==> src/rtl/psr_window_unit.sv <==
// Processor status block: registered icc flags, current window pointer with SAVE/RESTORE
// wrap-around, window invalid mask, overflow/underflow trap pulse and Bicc evaluation.
module psr_window_unit #(
   parameter int unsigned NWINDOWS = 8,
   localparam int unsigned CWP_W = (NWINDOWS > 2) ? $clog2(NWINDOWS) : 1
) (
   input  logic                Clk,
   input  logic                Clr,
   input  logic                Z,
   input  logic                N,
   input  logic                C,
   input  logic                V,
   input  logic                LE,
   input  logic                Save,
   input  logic                Restore,
   input  logic                WIM_LE,
   input  logic [NWINDOWS-1:0] WIM_In,
   input  logic [3:0]          Cond,
   output logic [3:0]          PSR_Out,
   output logic                bit_C,
   output logic [CWP_W-1:0]    CWP,
   output logic [NWINDOWS-1:0] WIM,
   output logic                Cond_True,
   output logic                Trap,
   output logic [1:0]          Trap_Type
);

   localparam logic [CWP_W-1:0] CwpMax = CWP_W'(NWINDOWS - 1);
   localparam logic [CWP_W-1:0] CwpOne = CWP_W'(1);

   logic [3:0]          icc_q, icc_d;
   logic [CWP_W-1:0]    cwp_q, cwp_d;
   logic [NWINDOWS-1:0] wim_q, wim_d;
   logic                trap_q, trap_d;
   logic [1:0]          trap_type_q, trap_type_d;
   logic [CWP_W-1:0]    save_tgt, restore_tgt;

   // Explicit wrap keeps CWP inside 0..NWINDOWS-1 for non-power-of-two window counts.
   always_comb begin
      save_tgt    = (cwp_q == '0) ? CwpMax : cwp_q - CwpOne;
      restore_tgt = (cwp_q == CwpMax) ? '0 : cwp_q + CwpOne;
   end

   always_comb begin
      icc_d       = icc_q;
      cwp_d       = cwp_q;
      wim_d       = wim_q;
      trap_d      = 1'b0;
      trap_type_d = 2'b00;
      if (LE) begin
         icc_d = {Z, N, C, V};
      end
      if (WIM_LE) begin
         wim_d = WIM_In;
      end
      // Window checks use the WIM held before this edge; Save+Restore together is a NOP.
      if (Save && !Restore) begin
         if (wim_q[save_tgt]) begin
            trap_d      = 1'b1;
            trap_type_d = 2'b01;
         end else begin
            cwp_d = save_tgt;
         end
      end else if (Restore && !Save) begin
         if (wim_q[restore_tgt]) begin
            trap_d      = 1'b1;
            trap_type_d = 2'b10;
         end else begin
            cwp_d = restore_tgt;
         end
      end
   end

   always_ff @(posedge Clk or negedge Clr) begin
      if (!Clr) begin
         icc_q       <= '0;
         cwp_q       <= '0;
         wim_q       <= '0;
         trap_q      <= 1'b0;
         trap_type_q <= 2'b00;
      end else begin
         icc_q       <= icc_d;
         cwp_q       <= cwp_d;
         wim_q       <= wim_d;
         trap_q      <= trap_d;
         trap_type_q <= trap_type_d;
      end
   end

   // Bicc decode on the registered flags {Z,N,C,V}.
   always_comb begin
      Cond_True = 1'b0;
      unique case (Cond)
         4'h0: Cond_True = 1'b0;
         4'h1: Cond_True = icc_q[3];
         4'h2: Cond_True = icc_q[3] | (icc_q[2] ^ icc_q[0]);
         4'h3: Cond_True = icc_q[2] ^ icc_q[0];
         4'h4: Cond_True = icc_q[1] | icc_q[3];
         4'h5: Cond_True = icc_q[1];
         4'h6: Cond_True = icc_q[2];
         4'h7: Cond_True = icc_q[0];
         4'h8: Cond_True = 1'b1;
         4'h9: Cond_True = ~icc_q[3];
         4'hA: Cond_True = ~(icc_q[3] | (icc_q[2] ^ icc_q[0]));
         4'hB: Cond_True = ~(icc_q[2] ^ icc_q[0]);
         4'hC: Cond_True = ~(icc_q[1] | icc_q[3]);
         4'hD: Cond_True = ~icc_q[1];
         4'hE: Cond_True = ~icc_q[2];
         4'hF: Cond_True = ~icc_q[0];
         default: Cond_True = 1'b0;
      endcase
   end

   assign PSR_Out   = icc_q;
   assign bit_C     = icc_q[1];
   assign CWP       = cwp_q;
   assign WIM       = wim_q;
   assign Trap      = trap_q;
   assign Trap_Type = trap_type_q;

endmodule

==> config.mk <==
export PLATFORM = sky130hd
export DESIGN_NAME = psr_window_unit
export DESIGN_NICKNAME = d
export VERILOG_FILES = /design/src/rtl/psr_window_unit.sv
export SDC_FILE = /design/constraint.sdc
export NUM_CORES = 1
export LEC_CHECK = 0
export CORE_MARGIN = 10
export CORE_UTILIZATION = 46
export DETAILED_ROUTE_END_ITERATION = 12
export GPL_TIMING_DRIVEN = 0
export PLACE_DENSITY = 0.89
export SLEW_MARGIN = 30
export SYNTH_ARGS = -nofsm -noshare
export SYNTH_HDL_FRONTEND = slang
export SYNTH_SLANG_ARGS = --single-unit
==> constraint.sdc <==
create_clock -name Clk -period 4.8 [get_ports Clk]
set_input_delay 0.96 -clock Clk [delete_from_list [all_inputs] [get_ports Clk]]
set_output_delay 0.96 -clock Clk [all_outputs]
set_load 0.05 [all_outputs]
# Word level (Yosys, flattened, before mapping)
# Index checks and enable logic that the tools add are counted.
[op_classes]
addsub = 2
magnitude_cmp = 2
n_eq_ne = 18
muxes = 19
bitwise_logic = 10
n_reduce_logical = 8
[ops]
columns = ["cell", "n"]
rows = [
  ["== test 4 bit, second input constant", 8],
  ["two-way mux 3 bit", 6],
  ["== test 4 x 3 -> 1 bit, second input constant", 4],
  ["one-hot mux 1 bit (16 select lines)", 1],
  ["== test 4 x 2 -> 1 bit, second input constant", 2],
  ["< comparator 3 x 4 -> 1 bit, second input constant", 2],
  ["two-way mux 1 bit", 7],
  ["inverter 1 bit", 7],
  ["binary-select mux 1 bit (select 3 bit)", 2],
  ["two-way mux 2 bit", 3],
  ["== test 4 x 1 -> 1 bit, second input constant", 1],
  ["logical NOT 4 bit", 1],
  ["!= test 2 bit, second input constant", 2],
  ["adder 3 x 1 -> 3 bit, second input constant", 1],
  ["== test 3 bit, second input constant", 1],
  ["logical NOT 3 bit", 1],
  ["AND reduction 3 bit", 1],
  ["subtractor 3 x 1 -> 3 bit, second input constant", 1],
  ["logical AND 1 bit", 2],
  ["logical NOT 1 bit", 2],
  ["OR 1 bit", 2],
  ["nonzero test 2 bit", 1],
  ["bitwise XOR 1 bit", 1],
]
[word_totals]
regBits = 18
in_bits = 22

# Longest topological paths before layout
# Gate-level depths: netlist of the first run.
[depth]
ltp_word = 7
ltp_mapped = 8

# Least setup slack after synthesis of the first run
# No wires, ideal clock.
[synth_timing]
path_kind = "input-to-output"
start = "in Cond[1]"
end = "out Cond_True"
arrival_time_ns = 2.227
required_ns = 3.840
slack_ns = 1.613
stages = 5
path_buffers = 0
cell_sequence = "nor2b_1 a21oi_1 o221ai_1 a21oi_1 xnor2_1"
[synth_between]
elab_chain_len = 2
[synth_lines]
columns = ["item", "line", "text"]
rows = [
  ["from (decl)", "18", "input logic [3:0] Cond,"],
  ["== test 4 bit (tied with other cells)", "93", "unique case (Cond)"],
  ["one-hot mux 1 bit (16 select lines) *", "93", ""],
  ["to (decl)", "23", "output logic Cond_True,"],
]
# Mark *: on every way between the ends. The rest lies on a longest branch, timed or not.

# Worst setup path in the final report of the first run
# Ends and elaborated chain as after synthesis.

==> impl_metrics.yaml, run 1 <==
placed_design:
  place_inst: 154
  dpl.hpwl_um: 2219
  place.gp.congestion: 0.8332
  postPlaceCellArea_um2: 1488
  port_buffers: 40
critical_path:
  reg2reg_from: "CWP[0]"
  worstSetupStartpointType: "input pin"
  cp-end-kind: "output pin"
  cp.required_ns: 3.84
  startpoint: "Cond[1]"
  crit_arrival_ns: 3.05
  cp_max_fo: 5
  worst-setup-path-type: "in2out"
synth:
  yosysUniqueCellTypes: 29
  synth_nets: 114
  postSynthCellCount: 86
  synthTopCellsByArea: "dfrtp_1 (43%), mux2_2 (13%), ha_1 (7.1%)"
  yosysWarnings: 0
  synth.avg_cell_area_um2: 12.24
  netlist_area_um2: 1052
  ys_seq_elements: 18
  ys_seq_area_share_pct: 42.81
  yosysTopAreaCell: "dfrtp_1"
  yosys.area.top_type_share_pct: 42.81
final_layout:
  layout-drive-gt1-share_pct: 20.00
  final_nets: 159
  layout_commonest_cell: "clkdlybuf4s50_1"
  layoutNonFillerInstCount: 158
  mostFrequentLayoutCells: "clkdlybuf4s50_1 (40), dfrtp_1 (18), mux2_2 (12), inv_1 (6), ha_1 (6)"
  diodes: 0
  area_delta_synth_final_pct: 44.83
  fin_area_um2: 1524
detailed_routing:
  drtPass1Iterations: 2
  vias: 838
  drc_errors: 0
  wirelength_um: 2666
  wl_per_cell_um: 16.87
  vias_per_cell: 5.304
  drt_iter0_markers: 14
  ant_nets: 0
clock_tree:
  cts_buffers: 3
  cts.path.max_buffers: 2
  clockRootBuffer: "clkbuf_4"
  cts_hold_buf: 0
  cts.sinks: 18
  cts_resized: 0
  cts_setup_buffers: 0
  clock_latency_ns: 0.30
  clk_pin_slew_ns: 0.10
  cts_tree: "built"
  cts-htree-levels: 1
global_routing:
  overflow: 0
  grt_pass1_wl_um: 4333
  grt_usage_pct: 12.29
  grt_max_degree: 19
  antenna_found_initial: 0
  grt_pass1_vias: 945
timing:
  finalHoldViolCount: 0
  drv_slew: 0
  rsz0062_at_grt: "no"
  worst_slew_pin_slew_ns: 0.7853
  final.period_utilization_pct: 83.52
  fmax_mhz: 249.4
  fin_skew_ns: 0.003833
  fin_tns_setup_ns: 0
  post-route-min-period_ns: 4.009
  setup_violations: 0
  hold_slack_ns: 0.5766
  max_slew_margin_pct: 47.48
power_and_ir_drop:
  vdd.ir_drop.worst_mv: 0.3702
  finalPower_uw: 861.5
  p_leak_nw: 0.6773
  p_per_area_nw_per_um2: 565.3
floorplan:
  top_level_ports: 42
  start_util_pct: 48.03
  die_x_um: 67.83
  core_area_um2: 2191
  rows: 17
  floorplan.die_area_um2: 4601
  die_y_um: 67.83
run_status:
  status: "completed"
worst_hold_path:
  holdCritStartpoint: "WIM[2]"
  hold_class: "reg2reg"
flow_run:
  cap_viol_max_count: 0
## cell type report
type | instances | area, um2
tap | 28 | 35.03
buffer | 3 | 18.77
clock buffer | 4 | 36.28
sequential | 18 | 450.4
timing repair buffer | 40 | 400.4
fill | 159 | 666.9
multi-input combinational | 59 | 560.5
inverter | 6 | 22.52
## power breakdown
part	internal [mW]	switching, mW
sequential	0.185	0.0317
combinational	0.245	0.306
clock	0.0463	0.0480
total	0.476	0.386
## cells by family (layout without fill, tap and decap cells)
family / count (synthesis) / in the layout / share of synthesized area (%)
multiplexers: 20 / 20 / 23.31
XOR/XNOR: 3 / 3 / 2.497
flip-flops: 18 / 18 / 42.81
AND/OR/NAND/NOR: 17 / 17 / 9.631
AO/OA/AOI/OAI: 13 / 13 / 10.70
adder cells (fa/ha/maj): 6 / 6 / 7.134
buffers and inverters: 9 / 53 / 3.923
## final timing paths
| kind | depth (start not counted) | slack, ns | to |
|---|---|---|---|
| max | 7 | 0.79 | Cond_True |
| min | 1 | 0.58 | WIM[2] |
| max reg2reg | 8 | 2.32 | CWP[2] |
| min reg2reg | 1 | 0.58 | WIM[2] |
| max in group asynchronous | 1 | 3.20 | PSR_Out[1] |
| min in group asynchronous | 1 | 1.11 | Trap_Type[1] |
## Yosys cell counts
cell       count
dfrtp_1       18
mux2_2        12
ha_1           6
inv_1          6
a21oi_1        5
mux2i_1        5
nand2_1        4
nor2b_1        4
o21ai_0        3
buf_4          2
mux4_2         2
xnor2_1        2
a21o_1         1
a221oi_1       1
a22oi_4        1
and2b_2        1
and3_1         1
clkbuf_1       1
mux2_4         1
nand2b_1       1
nand3_1        1
nor2_1         1
nor2_2         1
nor3_1         1
o2111ai_4      1
o221ai_1       1
or2_1          1
or4b_4         1
xor2_1         1
## state kept, by name, summed over array words and instances, names as in the netlist
signal	cells
Trap_Type	2
WIM	8
PSR_Out	4
Trap	1
CWP	3
## critical path, stage by stage
cell	delay [ns]
clkdlybuf4s50_1	0.56
nor2b_1	0.09
a21oi_1	0.14
o221ai_1	0.14
a21oi_1	0.19
xnor2_1	0.14
clkdlybuf4s50_1	0.83
## routing by layer
metal  GRT usage, %  up-vias  routed length, um
met2          22.54       28               1413
li1               -      391                  -
met5              0        -                  0
met4          5.779        0                 94
met3          4.078        9                225
met1          12.26      410                932
## metrics by stage
step	worst slack, ns	utilization (%)
finish	0.7910	69.56
global route	0.6783	69.56
CTS	0.7909	69.56
detailed placement	0.7996	67.90
global placement	0.8938	67.90
floorplan	1.613	-
No activity file was read; power rests on OpenSTA's default activity.
==> run 2: changes to the inputs <==
Settings changed: CORE_UTILIZATION 46 to 42, PLACE_DENSITY 0.89 to 0.83.
Clock period 4.8 ns to 3.85 ns, I/O delays scaled along.
==> run 2 against run 1 <==
Net effect: count of clock-buffer cells in the layout decreased by 1; routed wire length decreased by 3.4%; final cell count increased by 0.63%; via count increased by 0.84%; critical endpoint unchanged; die area increased by 6.7%; global-route usage decreased by 2.0 points; non-clock buffer count unchanged; first-iteration DRC count increased to 2.5 times the previous value; sequential share of layout area increased by 0.22 points; combinational power increased by 25%; worst hold slack got worse by 0.013 ns.
==> impl_metrics.yaml, run 2 (same netlist as run 1, synthesis figures left out) <==
power_and_ir_drop:
  seqPwrFrac_pct: 25.7
  pwr-share-comb_pct: 65.7
  p_clk_share_pct: 8.6
  p_per_area_nw_per_um2: 692.1
  vdd.ir_drop.worst_mv: 0.4924
  internal_power_uw: 572.2
  finalPower_mw: 1.047
  p_leak_nw: 0.6701
  power.switching_uw: 474.8
  p_sw_share_pct: 45.35
flow_run:
  cap_viol_max_count: 0
placed_design:
  place.gp.congestion: 0.8668
  pre_cts_ws_ns: 0.2869
  port_buffers: 40
  place_inst: 156
  dpl.hpwl_um: 2087
  postPlaceCellArea_um2: 1490
final_layout:
  area_delta_synth_final_pct: 43.76
  final_nets: 159
  fin_area_um2: 1513
  layout-drive-gt1-share_pct: 19.38
  diodes: 0
  layout_commonest_cell: "clkdlybuf4s50_1"
  layoutNonFillerInstCount: 159
  largest_register_ffs: 8
  mostFrequentLayoutCells: "clkdlybuf4s50_1 (40), dfrtp_1 (18), mux2_2 (12), inv_1 (6), ha_1 (6)"
global_routing:
  grt_max_degree: 19
  grt_pass1_wl_um: 4222
  grt_usage_pct: 10.31
  overflow: 0
  antenna_found_initial: 0
  grt_pass1_vias: 929
timing:
  drv_slew: 0
  fin_tns_setup_ns: 0
  fin_ws_ns: 0.2671
  fin_skew_ns: 0.002581
  post-route-min-period_ns: 3.583
  setup_violations: 0
  rsz0062_at_grt: "no"
  max_slew_margin_pct: 48.65
  worst_slew_pin_slew_ns: 0.7679
  finalHoldViolCount: 0
  final.period_utilization_pct: 93.06
  fmax_mhz: 279.1
floorplan:
  die_x_um: 70.06
  rows: 18
  core_area_um2: 2432
  top_level_ports: 42
  floorplan.die_area_um2: 4908
  die_y_um: 70.06
  start_util_pct: 43.26
clock_tree:
  cts_buffers: 3
  cts-htree-levels: 1
  cts_resized: 0
  clock_latency_ns: 0.29
  cts.sinks: 18
  cts.path.max_buffers: 2
  clockRootBuffer: "clkbuf_4"
  cts_tree: "built"
  cts_setup_buffers: 0
  cts_hold_buf: 0
  clk_pin_slew_ns: 0.09
detailed_routing:
  ant_nets: 0
  drc_errors: 0
  vias: 845
  vias_per_cell: 5.314
  dr.max_layer_used: "met4"
  drt_iter0_markers: 35
  wl_met2_um: 1179
  drtPass1Iterations: 4
  wirelength_um: 2576
  wl_met1_um: 1123
  routed-wl-met3_um: 236
  wl_per_cell_um: 16.20
critical_path:
  cp_max_fo: 5
  reg2reg_from: "CWP[0]"
  r2r_slack_ns: 1.36
  path_cells: "clkdlybuf4s50_1 > nor2b_1 > a21oi_1 > o221ai_1 > a21oi_1 > xnor2_1 > clkdlybuf4s50_1"
  cp_slowest_stage_delay_ns: 0.82
  cpMaxStageDelayCell: "clkdlybuf4s50_1"
  crit_arrival_ns: 2.81
  cp-end-kind: "output pin"
  worst-setup-path-type: "in2out"
  cp.required_ns: 3.08
  ff2ff_path_depth: 8
  worstSetupStartpointType: "input pin"
  r2r_end: "CWP[2]"
run_status:
  status: "completed"
worst_hold_path:
  whs_endpoint: "PSR_Out[3]"
  whs_path_depth: 1
  hold_class: "reg2reg"
  holdCritStartpoint: "PSR_Out[3]"
[run 2: stage by stage]
| stage | hold slack, ns | util [%] |
|---|---|---|
| after floorplan | 0.4744 | - |
| after global placement | 0.5294 | 61.27 |
| after detailed placement | 0.5490 | 61.27 |
| after CTS | 0.5704 | 62.19 |
| after global routing | 0.5933 | 62.19 |
| final | 0.5635 | 62.19 |
[run 2: power groups by stage]
stage | registers (mW) | logic [mW] | clock network (mW)
6_report | 0.269 | 0.688 | 0.0900
5_1_grt | 0.276 | 0.739 | 0.0990
4_1_cts | 0.269 | 0.697 | 0.0930
3_5_place_dp | 0.273 | 0.688 | 0
3_3_place_gp | 0.269 | 0.675 | 0
2_1_floorplan | 0.410 | 0.376 | 0
[run 2: worst max-delay path by stage]
stage | endpoint | start
floorplan | Cond_True | Cond[1]
global placement | Cond_True | Cond[1]
detailed placement | Cond_True | Cond[1]
CTS | Cond_True | Cond[1]
global route | Cond_True | Cond[1]
finish | Cond_True | Cond[1]
[run 2: area by class of cell]
class	count	area, um2
plain buffers	3	18.77
clock buffers	3	22.52
fillers	208	919.6
inverters	6	22.52
multi-input cells	59	560.5
flip-flops and latches	18	450.4
well taps	30	37.54
repair buffers	40	400.4
[run 2: routing by layer]
| layer | global-route usage (%) | up-vias |
|---|---|---|
| met5 | 0 | - |
| met4 | 4.386 | 0 |
| met3 | 4.802 | 5 |
| met2 | 16.82 | 37 |
| met1 | 11.18 | 412 |
| li1 | - | 391 |
[run 2: critical path: cells and delay by family]
family	cells	cell delay [ns]
compound gates	3	0.45
buf+inv	2	1.38
simple gates	1	0.10
xor+xnor	1	0.13
==> run 3: changes to the inputs <==
--- a/config.mk
+++ b/config.mk
@@ -9,5 +9,4 @@
 export CORE_UTILIZATION = 42
 export DETAILED_ROUTE_END_ITERATION = 12
-export GPL_TIMING_DRIVEN = 0
 export PLACE_DENSITY = 0.83
 export SLEW_MARGIN = 30
==> constraint.sdc (replaced) <==
create_clock -name Clk -period 3.85 [get_ports Clk]
set_input_delay 0.77 -clock Clk [delete_from_list [all_inputs] [get_ports Clk]]
set_output_delay 0.77 -clock Clk [all_outputs]
set_load 0.1 [all_outputs]
==> run 3 against run 2 <==
Net effect: worst setup slack better by 0.53 ns; sequential cell count stayed put; combinational power is 23% higher; register-to-register slack worse by 0.03 ns; maximum frequency is 17% higher; global-route usage is 0.14 points lower; total power is 15% higher; largest power group unchanged.
==> impl_metrics.yaml, run 3 (same netlist as run 1, synthesis figures left out) <==
final_layout:
  post-route-util_pct: 62.24
  seqCellArea_um2: 450.4
  largest_register_ffs: 8
  final_nets: 157
  layout-drive-gt1-share_pct: 18.90
  layoutNonFillerInstCount: 157
  layout_commonest_cell: "clkdlybuf4s50_1"
  diodes: 0
  fillers: 182
  mostFrequentLayoutCells: "clkdlybuf4s50_1 (40), dfrtp_1 (18), mux2_2 (12), inv_1 (6), ha_1 (6)"
  fin_area_um2: 1514
  multiInputGateArea_um2: 560.5
  area_delta_synth_final_pct: 43.88
timing:
  drv_slew: 0
  setup_violations: 0
  finalHoldViolCount: 0
  hold_slack_ns: 0.5694
  fin_ws_ns: 0.7990
  rsz0062_at_grt: "no"
  max_slew_margin_pct: 34.31
  final.period_utilization_pct: 79.25
  fmax_mhz: 327.8
  fin_tns_setup_ns: 0
  worst_slew_pin_slew_ns: 0.9823
  post-route-min-period_ns: 3.051
  fin_skew_ns: 0.003576
clock_tree:
  clk_pin_slew_ns: 0.09
  cts-htree-levels: 1
  cts_hold_buf: 0
  clockRootBuffer: "clkbuf_4"
  cts_setup_buffers: 0
  cts_tree: "built"
  clock_latency_ns: 0.30
  cts.sinks: 18
  cts.path.max_buffers: 2
  cts_resized: 0
  cts_buffers: 3
critical_path:
  path_cells: "clkdlybuf4s50_1 > nor2b_1 > o21ai_0 > a21oi_1 > a21oi_1 > xnor2_1 > buf_12"
  cp_slowest_stage_delay_ns: 0.53
  cp_common_cell: "a21oi_1"
  r2r_slack_ns: 1.33
  reg2reg_from: "CWP[0]"
  cpMaxStageDelayCell: "clkdlybuf4s50_1"
  ff2ff_path_depth: 7
  startpoint: "Cond[0]"
  r2r_end: "CWP[2]"
  cp.required_ns: 3.08
  cp_max_fo: 4
  worstSetupStartpointType: "input pin"
  crit_path_end: "Cond_True"
  worst-setup-path-type: "in2out"
  cp-end-kind: "output pin"
  crit_arrival_ns: 2.28
detailed_routing:
  drt_iter0_markers: 25
  vias: 832
  drc_errors: 0
  vias_per_cell: 5.299
  ant_nets: 0
  wl_per_cell_um: 16.18
  drtPass1Iterations: 4
  wirelength_um: 2541
floorplan:
  die_x_um: 70.06
  die_y_um: 70.06
  rows: 18
  start_util_pct: 43.26
  core_area_um2: 2432
  top_level_ports: 42
  floorplan.die_area_um2: 4908
global_routing:
  antenna_found_initial: 0
  grt_usage_pct: 10.18
  overflow: 0
  grt_pass1_vias: 929
  grt_max_degree: 19
  grt_pass1_wl_um: 4160
placed_design:
  place_inst: 154
  port_buffers: 41
  dpl.hpwl_um: 2086
  place.gp.congestion: 0.8188
  pre_cts_ws_ns: 0.8101
  postPlaceCellArea_um2: 1491
worst_hold_path:
  hold_class: "reg2reg"
run_status:
  status: "completed"
flow_run:
  cap_viol_max_count: 0
power_and_ir_drop:
  p_leak_nw: 0.6685
  p_per_area_nw_per_um2: 798.7
  finalPower_mw: 1.209
  vdd.ir_drop.worst_mv: 0.6662
## run 3: layer usage
| layer | GRT usage [%] | wire, um | up-vias |
|---|---|---|---|
| met4 | 4.605 | 59 | 0 |
| met2 | 17.02 | 1193 | 39 |
| met3 | 5.650 | 300 | 8 |
| met5 | 0 | 0 | - |
| li1 | - | - | 395 |
| met1 | 10.07 | 988 | 390 |
## run 3: cell type report
cell class,count,share of cell area (%)
clock buffers,3,1.488
inverters,6,1.488
multi-input cells,59,37.02
flip-flops and latches,18,29.75
well taps,30,2.479
repair buffers,41,27.77
## run 3: how the worst min path moves through the flow
stage | start | end | depth (start not counted)
2_1_floorplan | Clr | CWP[0] | 0
3_3_place_gp | PSR_Out[3] | PSR_Out[3] | 1
3_5_place_dp | WIM[2] | WIM[2] | 1
4_1_cts | WIM[4] | WIM[4] | 1
5_1_grt | WIM[2] | WIM[2] | 1
6_report | WIM[4] | WIM[4] | 1
## run 3: critical path, delay by kind of cell
family / cells / cell delay (ns)
buffers and inverters: 2 / 0.74
XOR/XNOR: 1 / 0.19
AND/OR/NAND/NOR: 1 / 0.07
AO/OA/AOI/OAI: 3 / 0.51
## run 3: report_power, final
group          internal (mW)  switching, mW  total, mW  leakage (nW)
clock network         0.0365         0.0559     0.0924        0.0138
logic                  0.301          0.545      0.846         0.439
registers              0.231         0.0401      0.271         0.216
